--- src/rtl/key_press_conditioner_pkg.sv ---
// Shared constants, state type and output payload for the tug-of-war key front end.
package key_press_conditioner_pkg;

   localparam logic        KEY_ACTIVE       = 1'b0;
   localparam int unsigned DEFAULT_DEBOUNCE = 4;
   localparam int unsigned SYNC_STAGES      = 2;

   typedef enum logic {
      KEY_RELEASED = 1'b0,
      KEY_PRESSED  = 1'b1
   } key_st_e;

   typedef struct packed {
      logic tie;
      logic right;
      logic left;
   } press_out_t;

   // Same-edge presses collapse into a tie; en gates all three.
   function automatic press_out_t arbitrate(input logic en,
                                            input logic press_l,
                                            input logic press_r);
      press_out_t o;
      o.left  = en & press_l & ~press_r;
      o.right = en & press_r & ~press_l;
      o.tie   = en & press_l &  press_r;
      return o;
   endfunction

endpackage

--- src/rtl/key_debounce.sv ---
// One key channel: two-flop synchroniser, consecutive-sample debounce filter and
// a press flag that is high on the edge the filtered state flips to pressed.
module key_debounce
   import key_press_conditioner_pkg::*;
#(
   parameter int unsigned DEBOUNCE_CYCLES = DEFAULT_DEBOUNCE,
   parameter int unsigned CNT_W           = $clog2(DEBOUNCE_CYCLES)
) (
   input  logic Clock,
   input  logic Reset,
   input  logic key_n,
   output logic press
);

   localparam logic [CNT_W-1:0] CNT_MAX = CNT_W'(DEBOUNCE_CYCLES - 1);

   logic [SYNC_STAGES-1:0] sync_q, sync_d;
   key_st_e                st_q, st_d, level_c;
   logic [CNT_W-1:0]       cnt_q, cnt_d;
   logic                   press_c;

   always_ff @(posedge Clock or posedge Reset) begin
      if (Reset) begin
         sync_q <= {SYNC_STAGES{~KEY_ACTIVE}};
         st_q   <= KEY_RELEASED;
         cnt_q  <= '0;
      end else begin
         sync_q <= sync_d;
         st_q   <= st_d;
         cnt_q  <= cnt_d;
      end
   end

   // Any sample matching the accepted state restarts the count.
   always_comb begin
      sync_d  = {sync_q[SYNC_STAGES-2:0], key_n};
      level_c = (sync_q[SYNC_STAGES-1] == KEY_ACTIVE) ? KEY_PRESSED : KEY_RELEASED;
      st_d    = st_q;
      cnt_d   = '0;
      press_c = 1'b0;
      if (level_c != st_q) begin
         if (cnt_q == CNT_MAX) begin
            st_d    = level_c;
            press_c = (level_c == KEY_PRESSED);
         end else begin
            cnt_d = cnt_q + CNT_W'(1);
         end
      end
   end

   assign press = press_c;

endmodule

--- src/rtl/key_press_conditioner.sv ---
// Two-channel key conditioner: debounced L/R press pulses with tie arbitration
// and enable gating, all from registered outputs.
module key_press_conditioner
   import key_press_conditioner_pkg::*;
#(
   parameter int unsigned DEBOUNCE_CYCLES = DEFAULT_DEBOUNCE,
   parameter int unsigned CNT_W           = $clog2(DEBOUNCE_CYCLES)
) (
   input  logic Clock,
   input  logic Reset,
   input  logic keyL_n,
   input  logic keyR_n,
   input  logic en,
   output logic L,
   output logic R,
   output logic tie
);

   logic       press_l, press_r;
   press_out_t out_q, out_d;

   key_debounce #(
      .DEBOUNCE_CYCLES (DEBOUNCE_CYCLES),
      .CNT_W           (CNT_W)
   ) u_deb_l (
      .Clock (Clock),
      .Reset (Reset),
      .key_n (keyL_n),
      .press (press_l)
   );

   key_debounce #(
      .DEBOUNCE_CYCLES (DEBOUNCE_CYCLES),
      .CNT_W           (CNT_W)
   ) u_deb_r (
      .Clock (Clock),
      .Reset (Reset),
      .key_n (keyR_n),
      .press (press_r)
   );

   always_ff @(posedge Clock or posedge Reset) begin
      if (Reset) begin
         out_q <= '0;
      end else begin
         out_q <= out_d;
      end
   end

   always_comb begin
      out_d = '0;
      out_d = arbitrate(en, press_l, press_r);
   end

   assign L   = out_q.left;
   assign R   = out_q.right;
   assign tie = out_q.tie;

endmodule

--- config.mk ---
export PLATFORM = sky130hd
export DESIGN_NAME = key_press_conditioner
export DESIGN_NICKNAME = d
export VERILOG_FILES = /design/src/rtl/key_press_conditioner_pkg.sv /design/src/rtl/key_debounce.sv /design/src/rtl/key_press_conditioner.sv
export SDC_FILE = /design/constraint.sdc
export NUM_CORES = 1
export LEC_CHECK = 0
export BUFFER_PORTS_ARGS = -buffer_cell sky130_fd_sc_hd__buf_2
export CORE_AREA = 2 2 39 41
export CTS_CLUSTER_SIZE = 10
export DETAILED_ROUTE_END_ITERATION = 16
export DIE_AREA = 0 0 41 43
export PLACE_DENSITY_LB_ADDON = 0.25
export SYNTH_ARGS = -nofsm -noshare
export SYNTH_HDL_FRONTEND = slang
export SYNTH_SLANG_ARGS = --single-unit
--- constraint.sdc ---
create_clock -name Clock -period 1 [get_ports Clock]
set_input_delay 0.05 -clock Clock [delete_from_list [all_inputs] [get_ports Clock]]
set_output_delay 0.05 -clock Clock [all_outputs]
set_load 0.02 [all_outputs]
==> results.json <==
{
  "placed_area_sq_um": 554,
  "first_global_vias": 350,
  "syn-cell-area_sq_um": 469,
  "vias_per_cell": 4.58,
  "min_path_type": "in -> reg",
  "yosys_warnings": 0,
  "grt_pass1_wl_um": 1420,
  "post-place-ws_ns": -0.0591,
  "antenna_found_initial": 0,
  "finalCritPeriodShare": 1.06,
  "tightest_slew_ns": 0.467,
  "cts_tree": "done",
  "slew_headroom": 0.689,
  "avgSynthCellArea_sq_um": 13.8,
  "ant_nets": 0,
  "yosysTopAreaCell": "dfrtp_1",
  "status": "complete, but fails checks",
  "die_y_um": 43,
  "multi_input_area_sq_um": 164,
  "arrival_ns": 1.22,
  "n_antenna_cell": 0,
  "stdcell_area_sq_um": 643,
  "cts_buffers": 3,
  "routed_wl_um": 748,
  "drt-initial-drc-count": 3,
  "rows": 14,
  "clk_path_buf_depth": 2,
  "setup_viol": 3,
  "wl_per_cell_um": 11.2,
  "htree_levels": 1,
  "cts.clk_slew.worst_paths_ns": 0.07,
  "finalHoldViolCount": 0,
  "cts.sinks": 13,
  "p_per_area_mw_per_mm2": 2240,
  "initial_utilization": 0.339,
  "slew_viol_final": 0,
  "drc": 0,
  "p_leak_nw": 0.309,
  "required_ns": 1.16,
  "place_hpwl_um": 536,
  "grt_use_total": 0.126,
  "synth_cell_types": 12,
  "gp_congestion": 0.664,
  "critPathKind": "reg -> reg",
  "clock.fmax_mhz": 944,
  "root_buffer": "clkbuf_4",
  "die_area_sq_mm": 0.00176,
  "dr.pass1.iters": 4,
  "boundaryPins": 8,
  "syn_nets": 41,
  "crit_path_start_kind": "flip-flop",
  "core_area_sq_mm": 0.00138,
  "fin_skew_ns": 0.00296,
  "nFillCells": 127,
  "vias": 307,
  "grt_max_degree": 14,
  "ys_seq_area_frac": 0.704,
  "yosys.area.top_type_share": 0.480,
  "violations": "setup timing",
  "final_nets": 59,
  "ys_seq_elements": 13,
  "critPathCaptureType": "flip-flop",
  "rsz0062_at_grt": "yes",
  "clk_latency_ns": 0.27,
  "area_growth_pct": 37.1,
  "drive_above_1_share": 0.490,
  "max-vdd-ir-drop_mv": 1.09,
  "io_buffers": 7,
  "seq_area_sq_um": 330,
  "syn_inst": 34,
  "cp_max_fo": 3,
  "die_x_um": 41,
  "fin_crit_ns": 1.06,
  "ys_top_cells_by_area": "dfrtp_1 48%, dfstp_2 22%, ha_1 5.3%, nor2_1 4.0%, xor2_1 3.7%",
  "layout_commonest_cell": "dfrtp_1",
  "grt_overflow": 0,
  "drv_cap": 0,
  "most-common-layout-cells": "9 x dfrtp_1, 7 x buf_2, 4 x nor2_1, 4 x inv_1, 4 x dfstp_2",
  "setup_slack_ns": -0.0592
}
-- critical path, cell delays in order, from the launching register on --
cell     delay [ns]
dfrtp_1        0.35
ha_2           0.18
nor3b_4        0.21
and4b_1        0.21
-- cell usage after synthesis --
cell type / instances
inv_1: 4
nor3b_2: 1
dfrtp_1: 9
o311a_2: 1
and4_1: 1
ha_1: 2
nor2_1: 5
and4b_1: 1
a21oi_1: 2
xor2_1: 2
nor3_1: 2
dfstp_2: 4
-- metal layers --
metal | vias to the layer above | part of all wire | track usage
li1 | 147 | - | -
met4 | 0 | 0 | 0.0800
met5 | - | 0 | 0
met2 | 11 | 0.57 | 0.197
met1 | 149 | 0.37 | 0.134
met3 | 0 | 0.059 | 0.0471
-- registers in the layout, summed over array words and instances, names as in the netlist --
register	count
L	1
u_deb_l.cnt_q	2
u_deb_r.sync_q	2
u_deb_r.st_q	1
u_deb_r.cnt_q	2
tie	1
u_deb_l.sync_q	2
R	1
u_deb_l.st_q	1
-- power by group --
| part | switching, mW | internal [mW] | total, mW | leakage [nW] |
|---|---|---|---|---|
| registers | 0.120 | 0.650 | 0.770 | 0.158 |
| clock network | 0.150 | 0.154 | 0.305 | 0.0150 |
| logic | 0.177 | 0.191 | 0.368 | 0.137 |
| total | 0.448 | 0.995 | 1.44 | 0.309 |
-- metrics by stage --
stage / instances / total power, mW / util / setup TNS [ns] / hold WS [ns]
6_report: 67 / 1.44 / 0.465 / -0.109 / 0.0362
5_1_grt: 67 / 1.58 / 0.465 / -0.476 / 0.0311
4_1_cts: 67 / 1.41 / 0.451 / -0.119 / 0.0332
3_5_place_dp: 59 / 1.06 / 0.401 / -0.0839 / 0.0839
3_3_place_gp: 59 / 1.02 / 0.401 / -0.0141 / 0.0682
2_1_floorplan: 34 / 0.960 / - / -0.0125 / -0.0759
-- cell families (layout without fill, tap and decap cells) --
family,Yosys count,count (layout),synth area share
compound gates,3,3,0.0453
xor+xnor,2,2,0.0373
fa+ha+maj,2,2,0.0533
buf+inv,4,21,0.0320
flops,13,13,0.704
simple gates,10,10,0.128
-- final cells by class --
class	count	area share
clock buffers	4	0.0409
multi-input cells	17	0.255
flip-flops and latches	13	0.514
well taps	16	0.0311
inverters	4	0.0233
repair buffers	13	0.136
-- path summary, 6_finish.rpt --
kind / startpoint / cells after the start / end / slack [ns]
max: u_deb_r.cnt_q[0] / 3 / L / -0.06
min: en / 2 / R / 0.04
min in group asynchronous: Reset / 3 / u_deb_l.cnt_q[0] / 0.33
min reg2reg: u_deb_r.sync_q[0] / 0 / u_deb_r.sync_q[1] / 0.36
max in group asynchronous: Reset / 3 / u_deb_l.sync_q[1] / 0.32
max reg2reg: u_deb_r.cnt_q[0] / 3 / L / -0.06
-- timing repair --
action,4_1_cts,5_1_grt
resized for setup,1,4
setup endpoints to repair,3,8
hold endpoints to repair,11,0
pin swaps,1,3
hold buffers,3,0
setup buffers,1,0
Power figures use the tool's default switching activity.
